### src/rtl/apb_bridge_pkg.sv
// Shared definitions for the AHB-to-APB bridge: FSM state encoding,
// HRESP response codes and HTRANS transfer-type codes.
package apb_bridge_pkg;

   // 3-bit encoding of the bridge controller FSM
   typedef enum logic [2:0] {
      ST_IDLE     = 3'd0,
      ST_WWAIT    = 3'd1,
      ST_READ     = 3'd2,
      ST_WRITE    = 3'd3,
      ST_WRITEP   = 3'd4,
      ST_RENABLE  = 3'd5,
      ST_WENABLE  = 3'd6,
      ST_WENABLEP = 3'd7
   } state_t;

   // AHB response codes
   localparam logic [1:0] HRESP_OKAY  = 2'b00;
   localparam logic [1:0] HRESP_ERROR = 2'b01;

   // AHB transfer types
   localparam logic [1:0] HTRANS_IDLE   = 2'b00;
   localparam logic [1:0] HTRANS_BUSY   = 2'b01;
   localparam logic [1:0] HTRANS_NONSEQ = 2'b10;
   localparam logic [1:0] HTRANS_SEQ    = 2'b11;

   // True for the three APB access (enable) phase states
   function automatic logic is_enable_state(input state_t st);
      return (st == ST_RENABLE) || (st == ST_WENABLE) || (st == ST_WENABLEP);
   endfunction

endpackage

### src/rtl/apb_fsm_controller.sv
// AHB-to-APB bridge controller FSM. Turns decoded AHB transfers into APB
// setup/enable cycles, pipelining back-to-back writes.
// Optional macro APB_FSM_SLVERR_EN adds Pslverr input and Hresp output.
module apb_fsm_controller
   import apb_bridge_pkg::*;
(
   input  logic        Hclk,
   input  logic        Hresetn,
   input  logic        valid,
   input  logic        Hwrite,
   input  logic        Hwritereg,
   input  logic [31:0] Haddr,
   input  logic [31:0] Haddr1,
   input  logic [31:0] Haddr2,
   input  logic [31:0] Hwdata,
   input  logic [31:0] Hwdata1,
   input  logic [2:0]  tempselx,
   output logic [2:0]  Pselx,
   output logic        Penable,
   output logic        Pwrite,
   output logic [31:0] Paddr,
   output logic [31:0] Pwdata,
   output logic        Hreadyout
`ifdef APB_FSM_SLVERR_EN
   ,
   input  logic        Pslverr,
   output logic [1:0]  Hresp
`endif
);

   state_t      r_state;
   state_t      w_next_state;
   logic [2:0]  r_pselx;
   logic        r_penable;
   logic        r_pwrite;
   logic [31:0] r_paddr;
   logic [31:0] r_pwdata;
   logic        r_hreadyout;

   // Next-state decode from current state and AHB-side qualifiers
   always_comb begin
      w_next_state = r_state;
      case (r_state)
         ST_IDLE: begin
            if (valid && Hwrite)       w_next_state = ST_WWAIT;
            else if (valid)            w_next_state = ST_READ;
            else                       w_next_state = ST_IDLE;
         end
         ST_WWAIT: begin
            if (valid)                 w_next_state = ST_WRITEP;
            else                       w_next_state = ST_WRITE;
         end
         ST_READ:                      w_next_state = ST_RENABLE;
         ST_WRITE: begin
            if (valid)                 w_next_state = ST_WENABLEP;
            else                       w_next_state = ST_WENABLE;
         end
         ST_WRITEP:                    w_next_state = ST_WENABLEP;
         ST_RENABLE, ST_WENABLE: begin
            if (valid && !Hwrite)      w_next_state = ST_READ;
            else if (valid)            w_next_state = ST_WWAIT;
            else                       w_next_state = ST_IDLE;
         end
         ST_WENABLEP: begin
            if (!Hwritereg)            w_next_state = ST_READ;
            else if (valid)            w_next_state = ST_WRITEP;
            else                       w_next_state = ST_WRITE;
         end
         default:                      w_next_state = ST_IDLE;
      endcase
   end

   // State register plus APB outputs registered from the state being entered
   always_ff @(posedge Hclk) begin
      if (!Hresetn) begin
         r_state     <= ST_IDLE;
         r_pselx     <= 3'b000;
         r_penable   <= 1'b0;
         r_pwrite    <= 1'b0;
         r_paddr     <= 32'h0000_0000;
         r_pwdata    <= 32'h0000_0000;
         r_hreadyout <= 1'b1;
      end else begin
         r_state <= w_next_state;
         case (w_next_state)
            ST_IDLE, ST_WWAIT: begin
               // Address, data and direction hold their last values
               r_pselx     <= 3'b000;
               r_penable   <= 1'b0;
               r_hreadyout <= 1'b1;
            end
            ST_READ: begin
               r_pselx     <= tempselx;
               r_paddr     <= Haddr;
               r_pwrite    <= 1'b0;
               r_penable   <= 1'b0;
               r_hreadyout <= 1'b0;
            end
            ST_WRITE: begin
               r_pselx     <= tempselx;
               r_paddr     <= Haddr1;
               r_pwdata    <= Hwdata;
               r_pwrite    <= 1'b1;
               r_penable   <= 1'b0;
               r_hreadyout <= 1'b0;
            end
            ST_WRITEP: begin
               // Pipelined write: address/data are one stage further back
               r_pselx     <= tempselx;
               r_paddr     <= Haddr2;
               r_pwdata    <= Hwdata1;
               r_pwrite    <= 1'b1;
               r_penable   <= 1'b0;
               r_hreadyout <= 1'b0;
            end
            ST_RENABLE, ST_WENABLE: begin
               r_penable   <= 1'b1;
               r_hreadyout <= 1'b1;
            end
            ST_WENABLEP: begin
               // Another write is queued, so keep AHB stalled
               r_penable   <= 1'b1;
               r_hreadyout <= 1'b0;
            end
            default: begin
               r_pselx     <= 3'b000;
               r_penable   <= 1'b0;
               r_hreadyout <= 1'b1;
            end
         endcase
      end
   end

   assign Pselx     = r_pselx;
   assign Penable   = r_penable;
   assign Pwrite    = r_pwrite;
   assign Paddr     = r_paddr;
   assign Pwdata    = r_pwdata;
   assign Hreadyout = r_hreadyout;

`ifdef APB_FSM_SLVERR_EN
   logic [1:0] r_hresp;

   // Report an APB slave error back to AHB for the cycle after the enable phase
   always_ff @(posedge Hclk) begin
      if (!Hresetn) begin
         r_hresp <= HRESP_OKAY;
      end else if (is_enable_state(r_state) && Pslverr) begin
         r_hresp <= HRESP_ERROR;
      end else begin
         r_hresp <= HRESP_OKAY;
      end
   end

   assign Hresp = r_hresp;
`endif

endmodule

### config.mk
export PLATFORM = sky130hd
export DESIGN_NAME = apb_fsm_controller
export DESIGN_NICKNAME = d
export VERILOG_FILES = /design/src/rtl/apb_bridge_pkg.sv /design/src/rtl/apb_fsm_controller.sv
export SDC_FILE = /design/constraint.sdc
export NUM_CORES = 1
export LEC_CHECK = 0
export CORE_ASPECT_RATIO = 1.4
export CORE_MARGIN = 2
export CORE_UTILIZATION = 33
export CTS_CLUSTER_DIAMETER = 200
export CTS_CLUSTER_SIZE = 16
export DETAILED_ROUTE_END_ITERATION = 6
export HOLD_SLACK_MARGIN = 0.15
export PLACE_DENSITY = 0.75
export SLEW_MARGIN = 20
export SYNTH_ARGS = -nofsm -noshare
export SYNTH_HDL_FRONTEND = slang
export SYNTH_SLANG_ARGS = --single-unit
export TNS_END_PERCENT = 1
### constraint.sdc
create_clock -name Hclk -period 1.4 [get_ports Hclk]
set_input_delay 0.35 -clock Hclk [delete_from_list [all_inputs] [get_ports Hclk]]
set_output_delay 0.35 -clock Hclk [all_outputs]
set_load 0.1 [all_outputs]
; Word level (Yosys, flattened, before mapping)
; Cells that the tools add are included.
[word_totals]
word_cells = 52
in_bits = 168
out_inout_bits = 70
regBits = 73
[classes]
n_mux = 14
reduce_logical = 17
eq_ne = 14
[op_table]
columns = op, count
row1 = one-hot mux 32 bit (3 select lines), 1
row2 = one-hot mux 32 bit (2 select lines), 1
row3 = == test 3 bit (second input constant), 8
row4 = one-hot mux 3 bit (7 select lines), 1
row5 = == test 3 x 2 -> 1 bit (second input constant), 4
row6 = OR reduction 4 bit, 2
row7 = == test 3 x 1 -> 1 bit (second input constant), 2
row8 = zero test 3 bit, 2
row9 = two-way mux 2 bit, 3
row10 = two-way mux 3 bit, 2
row11 = one-hot mux 1 bit (2 select lines), 3
row12 = one-hot mux 3 bit (2 select lines), 1
row13 = nonzero test 2 bit, 3
row14 = OR reduction 2 bit, 3
row15 = OR reduction 3 bit, 2
row16 = OR reduction 5 bit, 1
row17 = nonzero test 3 bit, 1
row18 = logical AND 1 bit, 2
row19 = two-way mux 1 bit, 2
row20 = zero test 1 bit, 1

; Depth between registers and ports, before layout
; Gate-level depths: netlist of the first run.
[logic_depth]
depth_word = 7
mapped_depth = 8
ltp_nobuf = 4

; Worst setup path before layout of the first run
; No wires, ideal clock.
[synth_timing]
kind = input to register
start = input valid
end = register r_paddr[10], in the netlist Paddr[10]
n_path_buf = 2
setup_slack_ns = -0.082
required_ns = 1.281
arrival_ns = 1.362
setup_ns = 0.119
path_stages = 5
cell_sequence = buf_4 clkbuf_1 mux2_2 mux2i_1 o2bb2ai_1
[synth_via]
elab_chain_len = 5
word_cells_on_any_way = 15
cone_classes = eq/ne (3) / mux (9) / reduce/logical (3)
[synth_lines]
columns = element, line_no
row1 = start: declaration, apb_fsm_controller.sv:9  ; input logic valid,
row2 = two-way mux 3 bit (tied with other cells), "apb_fsm_controller.sv:50, apb_fsm_controller.sv:66"
row3 = two-way mux 3 bit (tied with other cells), apb_fsm_controller.sv:65  ; if (!Hwritereg) w_next_state = ST_READ;
row4 = one-hot mux 3 bit (7 select lines) *, apb_fsm_controller.sv:43  ; case (r_state)
row5 = == test 3 bit / == test 3 x 2 -> 1 bit (equally long branches), apb_fsm_controller.sv:85  ; case (w_next_state)
row6 = one-hot mux 32 bit (3 select lines) / nonzero test 3 bit (equally long branches), --
row7 = end signal: assignment, apb_fsm_controller.sv:94  ; r_paddr <= Haddr;
row8 = end signal: assignment, apb_fsm_controller.sv:101  ; r_paddr <= Haddr1;
row9 = end signal: assignment, apb_fsm_controller.sv:110  ; r_paddr <= Haddr2;
row10 = end: declaration, apb_fsm_controller.sv:36  ; logic [31:0] r_paddr;
; Every way passes the cells marked *; elsewhere a longest branch is shown, timed or not.
; A chain may end at the register's enable or synchronous reset.

; Worst setup path after layout of the first run
[layout_timing]
start = register r_state[2]
end = register r_pwdata[13], in the netlist Pwdata[13]
[layout_via]
elab_chain_len = 5
word_cells_on_any_way = 14
cone_classes = eq/ne (9) / mux (2) / reduce/logical (3)
[layout_lines]
columns = element, line_no
row1 = start: declaration, apb_fsm_controller.sv:31  ; state_t r_state;
row2 = start signal: assignment, apb_fsm_controller.sv:84  ; r_state <= w_next_state;
row3 = == test 3 bit, apb_fsm_controller.sv:43
row4 = OR reduction 2 bit, apb_fsm_controller.sv:43
row5 = one-hot mux 3 bit (7 select lines) *, apb_fsm_controller.sv:43
row6 = == test 3 bit / == test 3 x 2 -> 1 bit (equally long branches), apb_fsm_controller.sv:85
row7 = one-hot mux 32 bit (2 select lines) / nonzero test 2 bit (equally long branches), --
row8 = end signal: assignment, apb_fsm_controller.sv:102  ; r_pwdata <= Hwdata;
row9 = end signal: assignment, apb_fsm_controller.sv:111  ; r_pwdata <= Hwdata1;
row10 = end: declaration, apb_fsm_controller.sv:37  ; logic [31:0] r_pwdata;
; Marks and branches as above.

==> impl_table.tex, run 1 <==
\begin{tabular}{lr}
\hline
Metric & Value \\
\hline
\multicolumn{2}{l}{\textbf{STA}} \\
\quad Max Fclk & 0.642 GHz \\
\quad Clock skew & 0.00479 ns \\
\quad Measured slew at the worst slew-check pin & 0.365 ns \\
\quad Hold Violations, Final & 0 \\
\quad Total count of max-transition violations in the final report & 0 \\
\quad Unrepaired setup endpoints after global routing & true \\
\quad Min Hold Slack & 0.505 ns \\
\quad Share of the cycle needed by the critical path after routing & 111\% \\
\quad Max-Slew Margin vs Limit & between 70\% and 80\% \\
\quad Tmin final & 1.56 ns \\
\quad Setup violations, final & 37 \\
\quad Worst Slack Setup Final & -0.159 ns \\
\quad Sum Neg Setup Slack & -3.51 ns \\
\multicolumn{2}{l}{\textbf{Synth}} \\
\quad Count of warnings emitted by yosys & 0 \\
\quad Top cell type by total area after synthesis & dfxtp\_1 \\
\quad Area fraction of the dominant cell type after synthesis & about two fifths \\
\quad Cell area after synthesis & 3590 um2 \\
\quad Leading cell types by total area after synthesis & dfxtp\_1 41\%, mux2i\_1 18\%, mux2\_2 10\% \\
\quad Share of synthesized area occupied by flip-flops and latches & 40.7\% \\
\quad Post-Syn Nets & 511 \\
\quad Count of distinct cell types in the synthesized netlist & 34 \\
\quad Syn avg cell area & 10.5 um2 \\
\quad Post-Synthesis Cells & 343 \\
\quad Flip-flop and latch count after synthesis & 73 \\
\multicolumn{2}{l}{\textbf{Clock network}} \\
\quad Source-to-sink clock delay at the later pin of the worst-skew pair & 0.33 ns \\
\quad Root buffer cell & clkbuf\_16 \\
\quad Clock sink count & 73 \\
\quad Number of buffers added by the clock tree synthesis step & 9 \\
\quad Number of levels the H-tree was split into & 3 \\
\quad Buffer levels on the longest clock path & 2 \\
\quad Clock-pin slew on the worst setup and hold paths & 0.06 ns \\
\quad TritonCTS clock tree & done \\
\multicolumn{2}{l}{\textbf{Global route}} \\
\quad Antenna violations before repair & 0 \\
\quad Wire length of the first global-routing pass & 19,800 um \\
\quad Via count of the first global-routing pass & 3,956 \\
\quad Maximum number of pins on one net before global-route repair & 33 \\
\quad All-Layer GR Usage & 21.5\% \\
\quad Final global-route overflow total & 0 \\
\multicolumn{2}{l}{\textbf{Finish}} \\
\quad Area delta synth->final & 118\% \\
\quad Area taken by flip-flops and latches & 1470 um2 \\
\quad Layout Cell Area excl Fill & 7830 um2 \\
\quad Number of inserted filler cells in the final layout & 739 \\
\quad Ant diodes & 0 \\
\quad Area occupied by multi-input gates & 2170 um2 \\
\quad Number of nets in the layout & 778 \\
\quad Fraction of layout cells with a size suffix above 1 & 35.2\% \\
\multicolumn{2}{l}{\textbf{Status}} \\
\quad Failing checks & negative setup slack \\
\quad Run status & finished with violations \\
\multicolumn{2}{l}{\textbf{Worst setup path}} \\
\quad Signal arrival time at the worst endpoint & $\sim$1.8 ns \\
\quad CP cell instances & nor2\_4 > o2bb2ai\_4 > buf\_12 > buf\_6 > buf\_16 > buf\_4 > nor2\_1 > a211oi\_1 \\
\quad Type of element launching the critical path & flip-flop \\
\quad CP peak stage delay & between 0.3 and 0.4 ns \\
\quad Slowest-stage cell, CP & dfxtp\_4 \\
\quad Critical path endpoint category & flip-flop \\
\quad Required time worst endpoint & around 1.6 ns \\
\quad Crit path kind & reg2reg \\
\quad Cell type group with the largest total delay on the critical path & buffers and inverters \\
\quad Crit path buffers/inverters & 4 \\
\quad Critical path peak fanout & 6 \\
\multicolumn{2}{l}{\textbf{Routing}} \\
\quad Remaining number of nets flagged by the antenna check after routing & 0 \\
\quad Detailed-route via count & 3,760 \\
\quad Detailed Route WL & 13,800 um \\
\quad Number of detailed-route iterations in the first pass & 4 \\
\quad Vias/cell & 4.98 \\
\quad Iteration-0 DRC count of the detailed router & 78 \\
\quad Drc violations & 0 \\
\quad Avg WL per Cell & 18.2 um \\
\multicolumn{2}{l}{\textbf{Placed design}} \\
\quad Final HPWL from detailed placement & 9620 um \\
\quad Number of port buffers & 237 \\
\quad Instance area at placement & 7000 um2 \\
\quad GPL Wtd Cong & 0.815 \\
\multicolumn{2}{l}{\textbf{Pwr}} \\
\quad Pwr Density & 2050 nW/um2 \\
\quad Largest vdd supply drop & 1.21 mV \\
\quad Overall power consumption & 16,100 uW \\
\quad Leakage & $\sim$0.0030 uW \\
\multicolumn{2}{l}{\textbf{Floorplan}} \\
\quad Die Area & 11,800 um2 \\
\quad Core region area & 10,800 um2 \\
\quad Initial core utilization & between 30\% and 40\% \\
\quad Y dimension of the die & 127 um \\
\quad Number of placement rows & 45 \\
\quad Count of boundary I/O pins & 238 \\
\quad Die X-Extent & approximately 92 um \\
\multicolumn{2}{l}{\textbf{Min path}} \\
\quad Type of the tightest min-delay check & reg2reg \\
\multicolumn{2}{l}{\textbf{Job}} \\
\quad Max-cap violation count & 0 \\
\hline
\end{tabular}
-- registers in the layout, summed over array words and instances, names as in the netlist --
signal and flops:
Pselx 3, Penable 1, Hreadyout 1, Pwdata 32
Pwrite 1, r_state 3, Paddr 32
-- through the flow --
stage               setup WS, ns  util, %  std cells
detailed placement        -0.548     65.0        723
CTS                       -0.110     69.6        745
floorplan                -0.0816        -        343
global route              -0.213     72.8        755
finish                    -0.159     72.8        755
global placement          -0.477     65.0        723
-- layout by cell type (no fill, tap or decap), types with 2 or more instances in the layout --
cell type	synthesis	routed
clkdlybuf4s50_1	0	165
buf_12	0	80
dfxtp_1	73	70
mux2i_1	66	64
nor2_1	36	32
mux2_2	32	32
buf_4	8	29
o2bb2ai_1	32	19
a211oi_1	32	16
a211oi_2	0	16
o2bb2ai_2	1	13
clkbuf_16	0	12
nand2_1	7	5
buf_6	4	5
nor2_2	0	3
a21oi_1	3	3
a22o_1	3	3
buf_16	0	3
nand2_2	0	2
inv_2	2	2
a21oi_4	0	2
xnor2_1	2	2
nand2b_1	3	2
a21boi_0	2	2
o21ai_0	2	2
mux2i_2	0	2
clkinv_2	0	2
clkbuf_8	0	2
dfxtp_4	0	2
-- kinds of logic (layout without fill, tap and decap cells) --
| family | Yosys count | after routing | synth area share (%) |
|---|---|---|---|
| multiplexers | 98 | 98 | 28.4 |
| XOR/XNOR | 2 | 2 | 0.488 |
| AO/OA/AOI/OAI | 84 | 84 | 18.7 |
| flip-flops | 73 | 73 | 40.7 |
| AND/OR/NAND/NOR | 52 | 52 | 6.02 |
| buffers and inverters | 34 | 305 | 5.68 |
-- worst register-to-register path, delay by kind of cell, from the launching register on --
kind,cells,cell delay (ns)
buffers and inverters,4,0.51
flip-flops,1,0.38
AND/OR/NAND/NOR,2,0.20
AO/OA/AOI/OAI,2,0.38
-- timing repair --
item                                    CTS  global route
resized for setup                        19            44
buffers inserted                          4             7
pin swaps                                 6            15
endpoints found under the setup margin   67            69
gates cloned                              3             3
hold buffers                              0             0
-- cells in the mapped netlist (all sizes together) --
| cell | number |
|---|---|
| a21oi | 5 |
| nor2 | 36 |
| dfxtp | 73 |
| clkbuf | 5 |
| o22ai | 1 |
| a21o | 1 |
| and3 | 1 |
| a211oi | 32 |
| mux2i | 66 |
| a32o | 1 |
| o211ai | 1 |
| nand2 | 7 |
| a22oi | 1 |
| a22o | 3 |
| a21boi | 2 |
| nand2b | 3 |
| o2bb2ai | 33 |
| nand3 | 2 |
| and2b | 1 |
| nor2b | 1 |
| a222oi | 1 |
| inv | 3 |
| o21ai | 3 |
| xnor2 | 2 |
| buf | 26 |
| mux2 | 32 |
| and2 | 1 |
-- path summary, 6_finish.rpt --
path	endpoint	slack, ns	from	cells past startpoint
max	Pwdata[13]	-0.16	r_state[2]	8
min	Paddr[21]	0.50	Paddr[21]	1
max reg2reg	Pwdata[13]	-0.16	r_state[2]	8
min reg2reg	Paddr[21]	0.50	Paddr[21]	1
-- metal layers --
metal	up-vias	GRT usage [%]	part of all wire (%)
met1	1767	21.8	34
met2	153	40.8	56
met5	-	0	0
li1	1816	-	-
met4	0	8.78	2.3
met3	24	6.13	7.4
-- area by class of cell --
type                    instances  area share (%)
repair buffers                287            47.4
multi-input cells             236            27.7
flip-flops and latches         73            18.8
clock inverters                 3           0.511
clock buffers                  12            3.28
inverters                       3           0.144
well taps                     141            2.25
-- report_power, final --
part | switching [uW] | internal [uW] | total [uW] | leakage [uW]
Combinational | 6100 | 4270 | 10400 | 0.00227
Sequential | 694 | 2700 | 3390 | 0.000601
Clock | 845 | 1460 | 2310 | 0.000148
Power figures use the tool's default switching activity.
==> run 2, diff against run 1 <==
==> constraint.sdc (replaced) <==
create_clock -name Hclk -period 1.4 [get_ports Hclk]
set_input_delay 0.35 -clock Hclk [delete_from_list [all_inputs] [get_ports Hclk]]
set_output_delay 0.35 -clock Hclk [all_outputs]
set_load 0.005 [all_outputs]
==> impl_table.tex, run 2 (synthesis gave the netlist of run 1 again) <==
\begin{tabular}{lr}
\hline
Metric & Value \\
\hline
\multicolumn{2}{l}{\textbf{Global route}} \\
\quad All-Layer GR Usage & 19.9\% (was 21.5\%) \\
\quad Met2 track demand over resource in global routing & 36.9\% (was 40.8\%) \\
\quad Final global-route overflow total & 0 (unchanged) \\
\quad Wire length of the first global-routing pass & 18,500 um (was 19,800 um) \\
\quad Global-route track usage on met1 & 21.6\% (was 21.8\%) \\
\quad Most crowded layer after global routing & met2 (unchanged) \\
\quad Maximum number of pins on one net before global-route repair & 33 (unchanged) \\
\quad Antenna violations before repair & 0 (unchanged) \\
\quad Met3 Use GR & 6.19\% (was 6.13\%) \\
\quad Via count of the first global-routing pass & 3,768 (was 3,956) \\
\multicolumn{2}{l}{\textbf{Finish}} \\
\quad Fraction of layout cells with a size suffix above 1 & 17.4\% (was 35.2\%) \\
\quad Layout Cell Area excl Fill & 6730 um2 (was 7830 um2) \\
\quad End-of-flow core utilization & 62.6\% (was 72.8\%) \\
\quad Area delta synth->final & 87.4\% (was 118\%) \\
\quad Number of inserted filler cells in the final layout & 914 (was 739) \\
\quad Area occupied by multi-input gates & 1960 um2 (was 2170 um2) \\
\quad Number of nets in the layout & 768 (was 778) \\
\quad Area taken by flip-flops and latches & 1470 um2 (about the same) \\
\quad Final cell count without fillers & 746 (was 755) \\
\quad Ant diodes & 0 (unchanged) \\
\quad Most common cell after layout, fill and taps aside & clkdlybuf4s50\_1 (unchanged) \\
\quad Most frequent cells in the layout & 165 x clkdlybuf4s50\_1, 71 x dlygate4sd2\_1, 66 x mux2i\_1 (was 165 x clkdlybuf4s50\_1, 80 x buf\_12, 70 x dfxtp\_1) \\
\multicolumn{2}{l}{\textbf{Clock network}} \\
\quad Root buffer cell & clkbuf\_16 (unchanged) \\
\quad Number of hold-repair buffers added at the cts stage & 0 (unchanged) \\
\quad Clock-pin slew on the worst setup and hold paths & 0.06 ns (about the same) \\
\quad Number of levels the H-tree was split into & 3 (unchanged) \\
\quad Number of buffers added by the clock tree synthesis step & 9 (unchanged) \\
\quad Buffer levels on the longest clock path & 2 (unchanged) \\
\quad Clock sink count & 73 (unchanged) \\
\quad TritonCTS clock tree & done (unchanged) \\
\quad Source-to-sink clock delay at the later pin of the worst-skew pair & 0.33 ns (about the same) \\
\multicolumn{2}{l}{\textbf{Worst setup path}} \\
\quad Critical path endpoint category & flip-flop (unchanged) \\
\quad Crit path kind & reg2reg (unchanged) \\
\quad Signal arrival time at the worst endpoint & 1.74 ns (was 1.79 ns) \\
\quad Internal reg-to-reg setup slack & -0.1 ns (was -0.16 ns) \\
\quad CP peak stage delay & 0.37 ns (was 0.38 ns) \\
\quad Required time worst endpoint & 1.64 ns (was 1.63 ns) \\
\quad Cell type group with the largest total delay on the critical path & buffers and inverters (unchanged) \\
\quad CP cell instances & nor2\_2 > o2bb2ai\_4 > buf\_6 > buf\_12 > buf\_4 > nor2\_1 > a211oi\_1 (was nor2\_4 > o2bb2ai\_4 > buf\_12 > buf\_6 > buf\_16 > buf\_4 > nor2\_1 > a211oi\_1) \\
\quad Crit path buffers/inverters & 3 (was 4) \\
\quad Slowest-stage cell, CP & dfxtp\_4 (unchanged) \\
\quad Critical path peak fanout & 9 (was 6) \\
\quad Type of element launching the critical path & flip-flop (unchanged) \\
\multicolumn{2}{l}{\textbf{STA}} \\
\quad Measured slew at the worst slew-check pin & 0.311 ns (was 0.365 ns) \\
\quad Worst Slack Setup Final & -0.0987 ns (was -0.159 ns) \\
\quad Max Fclk & 0.667 GHz (was 0.642 GHz) \\
\quad Setup violations, final & 53 (was 37) \\
\quad Hold Violations, Final & 0 (unchanged) \\
\quad Min Hold Slack & 0.455 ns (was 0.505 ns) \\
\quad Clock skew & 0.00383 ns (was 0.00479 ns) \\
\quad Share of the cycle needed by the critical path after routing & 107\% (was 111\%) \\
\quad Tmin final & 1.50 ns (was 1.56 ns) \\
\quad Max-Slew Margin vs Limit & 79.3\% (was 75.6\%) \\
\quad Unrepaired setup endpoints after global routing & true (unchanged) \\
\quad Total count of max-transition violations in the final report & 0 (unchanged) \\
\multicolumn{2}{l}{\textbf{Pwr}} \\
\quad Overall power consumption & 9790 uW (was 16,100 uW) \\
\quad Largest vdd supply drop & 0.629 mV (was 1.21 mV) \\
\quad Leakage & 0.00285 uW (was 0.00302 uW) \\
\quad Pwr Density & 1450 nW/um2 (was 2050 nW/um2) \\
\multicolumn{2}{l}{\textbf{Routing}} \\
\quad Vias/cell & 4.74 (was 4.98) \\
\quad Number of detailed-route iterations in the first pass & 4 (unchanged) \\
\quad Avg WL per Cell & 15.9 um (was 18.2 um) \\
\quad Detailed-route via count & 3,535 (was 3,760) \\
\quad Iteration-0 DRC count of the detailed router & 69 (was 78) \\
\quad Remaining number of nets flagged by the antenna check after routing & 0 (unchanged) \\
\quad Drc violations & 0 (unchanged) \\
\quad Detailed Route WL & 11,800 um (was 13,800 um) \\
\multicolumn{2}{l}{\textbf{Job}} \\
\quad Max-cap violation count & 0 (unchanged) \\
\multicolumn{2}{l}{\textbf{Floorplan}} \\
\quad Y dimension of the die & 127 um (unchanged) \\
\quad Initial core utilization & 33.4\% (unchanged) \\
\quad Die X-Extent & 92.2 um (unchanged) \\
\quad Core region area & 10,800 um2 (unchanged) \\
\quad Number of placement rows & 45 (unchanged) \\
\quad Count of boundary I/O pins & 238 (unchanged) \\
\quad Die Area & 11,800 um2 (unchanged) \\
\multicolumn{2}{l}{\textbf{Placed design}} \\
\quad GPL Wtd Cong & 0.826 (was 0.815) \\
\quad Instance area at placement & 6290 um2 (was 7000 um2) \\
\quad Number of port buffers & 237 (unchanged) \\
\quad Final HPWL from detailed placement & 9170 um (was 9620 um) \\
\quad Placed insts & 723 (unchanged) \\
\multicolumn{2}{l}{\textbf{Status}} \\
\quad Run status & finished with violations (unchanged) \\
\quad Failing checks & negative setup slack (unchanged) \\
\multicolumn{2}{l}{\textbf{Min path}} \\
\quad Type of the tightest min-delay check & reg2reg (unchanged) \\
\hline
\end{tabular}
==> run 2: path summary, 6_finish.rpt <==
| kind | start | end | cells past startpoint |
|---|---|---|---|
| max | r_state[2] | Pwdata[3] | 7 |
| min | Paddr[29] | Paddr[29] | 1 |
| max reg2reg | r_state[2] | Pwdata[3] | 7 |
| min reg2reg | Paddr[29] | Paddr[29] | 1 |
==> run 2: layout make-up <==
| type | count | area share, % |
|---|---|---|
| Clock buffer | 10 | 3.55 |
| Timing Repair Buffer | 277 | 41.0 |
| Sequential cell | 73 | 21.9 |
| Tap cell | 141 | 2.62 |
| Clock inverter | 6 | 1.69 |
| Inverter | 3 | 0.167 |
| Multi-Input combinational cell | 236 | 29.0 |
==> run 2: through the flow <==
stage               setup TNS (ns)  setup WS [ns]
CTS                          -3.97         -0.121
floorplan                    -2.41        -0.0803
detailed placement          -32.03         -0.564
global route                 -9.19         -0.193
global placement            -27.81         -0.465
finish                       -3.20        -0.0987
==> run 2: routing by layer <==
metal	wire (um)	share of wire (%)
met5	0	0
met3	910	7.7
met1	4590	39
met2	6190	52
met4	146	1.2
==> run 2: what timing repair did <==
item                                    4_1_cts  5_1_grt
setup buffers                                 4        0
pin swaps                                     5        0
endpoints found under the setup margin      138       68
gates resized for setup                      87        3
cloned                                        3        0
==> run 2: power by group <==
part	internal, uW	leakage, uW	switching, uW
sequential	2700	0.000603	317
combinational	2390	0.00208	1700
clock	1790	0.000165	878
total	6890	0.00285	2900
==> run 2: worst register-to-register path: cells and delay by family, from the launching register on <==
| kind | cells | cell delay, ns |
|---|---|---|
| simple gates | 2 | 0.23 |
| compound gates | 2 | 0.36 |
| flops | 1 | 0.37 |
| buf+inv | 3 | 0.45 |
==> run 3, diff against run 2 <==
--- a/config.mk
+++ b/config.mk
@@ -13,6 +13,7 @@
 export DETAILED_ROUTE_END_ITERATION = 6
 export HOLD_SLACK_MARGIN = 0.15
 export PLACE_DENSITY = 0.75
+export SKIP_CTS_REPAIR_TIMING = 1
 export SLEW_MARGIN = 20
 export SYNTH_ARGS = -nofsm -noshare
 export SYNTH_HDL_FRONTEND = slang
==> impl_table.tex, run 3 (synthesis gave the netlist of run 1 again) <==
\begin{tabular}{lr}
\hline
Metric & Value \\
\hline
\multicolumn{2}{l}{\textbf{Worst setup path}} \\
\quad Internal reg-to-reg setup slack & -0.15 ns (was -0.1 ns) \\
\quad Worst reg2reg startpoint & r\_state[1] (was r\_state[2]) \\
\quad Type of element launching the critical path & flip-flop (unchanged) \\
\quad Slowest-stage cell, CP & dfxtp\_2 (was dfxtp\_4) \\
\quad Register-to-Register Path Depth & 7 (unchanged) \\
\quad CP peak stage delay & 0.36 ns (was 0.37 ns) \\
\quad Signal arrival time at the worst endpoint & 1.76 ns (was 1.74 ns) \\
\quad Critical path peak fanout & 8 (was 9) \\
\quad Required time worst endpoint & 1.62 ns (was 1.64 ns) \\
\quad Crit path buffers/inverters & 3 (unchanged) \\
\quad CP cell instances & buf\_4 > and2b\_1 > a21oi\_4 > a21oi\_4 > buf\_12 > clkbuf\_16 > o2bb2ai\_1 (was nor2\_2 > o2bb2ai\_4 > buf\_6 > buf\_12 > buf\_4 > nor2\_1 > a211oi\_1) \\
\quad Critical path endpoint category & flip-flop (unchanged) \\
\quad Crit path kind & reg2reg (unchanged) \\
\quad Endpoint of the lowest-slack register-to-register path & Paddr[4] (was Pwdata[3]) \\
\quad Most common cell on crit path & a21oi\_4 \\
\quad Cell type group with the largest total delay on the critical path & buffers and inverters (unchanged) \\
\multicolumn{2}{l}{\textbf{Min path}} \\
\quad Beginning of the worst hold path & Paddr[29] (unchanged) \\
\quad Type of the tightest min-delay check & reg2reg (unchanged) \\
\quad Min-Delay Endpoint & Paddr[29] (unchanged) \\
\quad Number of cells on the worst hold path & 1 (unchanged) \\
\multicolumn{2}{l}{\textbf{Routing}} \\
\quad Detailed Route WL & 12,400 um (was 11,800 um) \\
\quad Number of detailed-route iterations in the first pass & 4 (unchanged) \\
\quad Remaining number of nets flagged by the antenna check after routing & 0 (unchanged) \\
\quad Drc violations & 0 (unchanged) \\
\quad Vias/cell & 4.79 (was 4.74) \\
\quad Iteration-0 DRC count of the detailed router & 82 (was 69) \\
\quad Avg WL per Cell & 16.5 um (was 15.9 um) \\
\quad Detailed-route via count & 3,590 (was 3,535) \\
\multicolumn{2}{l}{\textbf{Finish}} \\
\quad Area taken by flip-flops and latches & 1470 um2 (about the same) \\
\quad Area delta synth->final & 96.4\% (was 87.4\%) \\
\quad End-of-flow core utilization & 65.6\% (was 62.6\%) \\
\quad Final cell count without fillers & 749 (was 746) \\
\quad Area occupied by multi-input gates & 1970 um2 (was 1960 um2) \\
\quad Number of inserted filler cells in the final layout & 839 (was 914) \\
\quad Ant diodes & 0 (unchanged) \\
\quad Most common cell after layout, fill and taps aside & clkdlybuf4s50\_1 (unchanged) \\
\quad Number of nets in the layout & 771 (was 768) \\
\quad Fraction of layout cells with a size suffix above 1 & 17.4\% (about the same) \\
\quad Most frequent cells in the layout & 165 x clkdlybuf4s50\_1, 71 x dlymetal6s2s\_1, 68 x dfxtp\_1 (was 165 x clkdlybuf4s50\_1, 71 x dlygate4sd2\_1, 66 x mux2i\_1) \\
\multicolumn{2}{l}{\textbf{Job}} \\
\quad Max-cap violation count & 0 (unchanged) \\
\multicolumn{2}{l}{\textbf{STA}} \\
\quad Hold Violations, Final & 0 (unchanged) \\
\quad Sum Neg Setup Slack & -4.79 ns (was -3.20 ns) \\
\quad Share of the cycle needed by the critical path after routing & 110\% (was 107\%) \\
\quad Worst Slack Setup Final & -0.146 ns (was -0.0987 ns) \\
\quad Tmin final & 1.55 ns (was 1.50 ns) \\
\quad Max Fclk & 0.647 GHz (was 0.667 GHz) \\
\quad Setup violations, final & 47 (was 53) \\
\quad Unrepaired setup endpoints after global routing & true (unchanged) \\
\quad Clock skew & 0.00350 ns (was 0.00383 ns) \\
\quad Max-Slew Margin vs Limit & 79.6\% (was 79.3\%) \\
\quad Measured slew at the worst slew-check pin & 0.305 ns (was 0.311 ns) \\
\quad Total count of max-transition violations in the final report & 0 (unchanged) \\
\multicolumn{2}{l}{\textbf{Status}} \\
\quad Run status & finished with violations (unchanged) \\
\quad Failing checks & negative setup slack (unchanged) \\
\multicolumn{2}{l}{\textbf{Global route}} \\
\quad Antenna violations before repair & 0 (unchanged) \\
\quad Via count of the first global-routing pass & 3,694 (was 3,768) \\
\quad Final global-route overflow total & 0 (unchanged) \\
\quad All-Layer GR Usage & 19.3\% (was 19.9\%) \\
\quad Maximum number of pins on one net before global-route repair & 33 (unchanged) \\
\quad Wire length of the first global-routing pass & 18,000 um (was 18,500 um) \\
\multicolumn{2}{l}{\textbf{Placed design}} \\
\quad Number of port buffers & 237 (unchanged) \\
\quad Pre-CTS setup slack & -0.564 ns (unchanged) \\
\quad Placed insts & 723 (unchanged) \\
\quad Final HPWL from detailed placement & 9170 um (unchanged) \\
\quad GPL Wtd Cong & 0.826 (unchanged) \\
\multicolumn{2}{l}{\textbf{Pwr}} \\
\quad Sequential fraction of design power & 29.8\% (was 30.8\%) \\
\quad Largest vdd supply drop & 0.629 mV (about the same) \\
\quad Leakage & 0.00374 uW (was 0.00285 uW) \\
\quad Switching power share of the total & 29.3\% (was 29.6\%) \\
\quad Logic gate share of total power & 43.7\% (was 41.9\%) \\
\quad Pwr Density & 1430 nW/um2 (was 1450 nW/um2) \\
\quad Clock power share & 26.4\% (was 27.3\%) \\
\quad Total net switching power & 2960 uW (was 2900 uW) \\
\quad Internal power component & 7140 uW (was 6890 uW) \\
\multicolumn{2}{l}{\textbf{Floorplan}} \\
\quad Y dimension of the die & 127 um (unchanged) \\
\quad Core region area & 10,800 um2 (unchanged) \\
\quad Number of placement rows & 45 (unchanged) \\
\quad Die X-Extent & 92.2 um (unchanged) \\
\quad Count of boundary I/O pins & 238 (unchanged) \\
\quad Initial core utilization & 33.4\% (unchanged) \\
\quad Die Area & 11,800 um2 (unchanged) \\
\multicolumn{2}{l}{\textbf{Clock network}} \\
\quad Buffer levels on the longest clock path & 2 (unchanged) \\
\quad Number of buffers added by the clock tree synthesis step & 9 (unchanged) \\
\quad TritonCTS clock tree & done (unchanged) \\
\quad Clock-pin slew on the worst setup and hold paths & 0.06 ns (about the same) \\
\quad Source-to-sink clock delay at the later pin of the worst-skew pair & 0.33 ns (about the same) \\
\quad Clock sink count & 73 (unchanged) \\
\quad Root buffer cell & clkbuf\_16 (unchanged) \\
\quad Number of levels the H-tree was split into & 3 (unchanged) \\
\hline
\end{tabular}
## run 3: metrics by stage
step | total power, uW | hold slack (ns) | instance area [um2]
3_3_place_gp | 7050 | 0.443 | 6290
5_1_grt | 10700 | 0.474 | 7060
4_1_cts | 9860 | 0.465 | 6650
2_1_floorplan | 4920 | 0.424 | 3590
6_report | 10100 | 0.455 | 7060
3_5_place_dp | 7150 | 0.447 | 6290
## run 3: area by class of cell
type,instances,share of cell area (%)
Multi-Input combinational cell,236,27.9
Sequential cell,73,20.8
Clock buffer,10,3.39
Inverter,3,0.160
Tap cell,141,2.50
Timing Repair Buffer,280,43.6
Clock inverter,6,1.61
## run 3: worst max-delay path by stage
stage / start / endpoint / slack [ns] / cells past startpoint
after floorplan: valid / Paddr[10] / -0.08 / 5
after global placement: Hwritereg / Pwdata[7] / -0.46 / 7
after detailed placement: Hwritereg / Pwdata[1] / -0.56 / 7
after CTS: Hwritereg / Pwdata[1] / -0.23 / 7
after global routing: r_state[1] / Paddr[7] / -0.20 / 6
final: r_state[1] / Paddr[4] / -0.15 / 7
## run 3: power groups by stage
stage / sequential, uW / combinational, uW / clock (uW)
floorplan: 3060 / 1860 / 0
global placement: 3030 / 4020 / 0
detailed placement: 3050 / 4100 / 0
CTS: 3020 / 4120 / 2720
global route: 3090 / 4770 / 2820
finish: 3020 / 4420 / 2670
## run 3: layer usage
layer	global-route usage [%]	vias to the layer above	share of wire, %
li1	-	1809	-
met1	20.8	1641	38
met2	35.7	129	54
met3	6.07	11	7.1
met4	5.79	0	0.90
met5	0	-	0
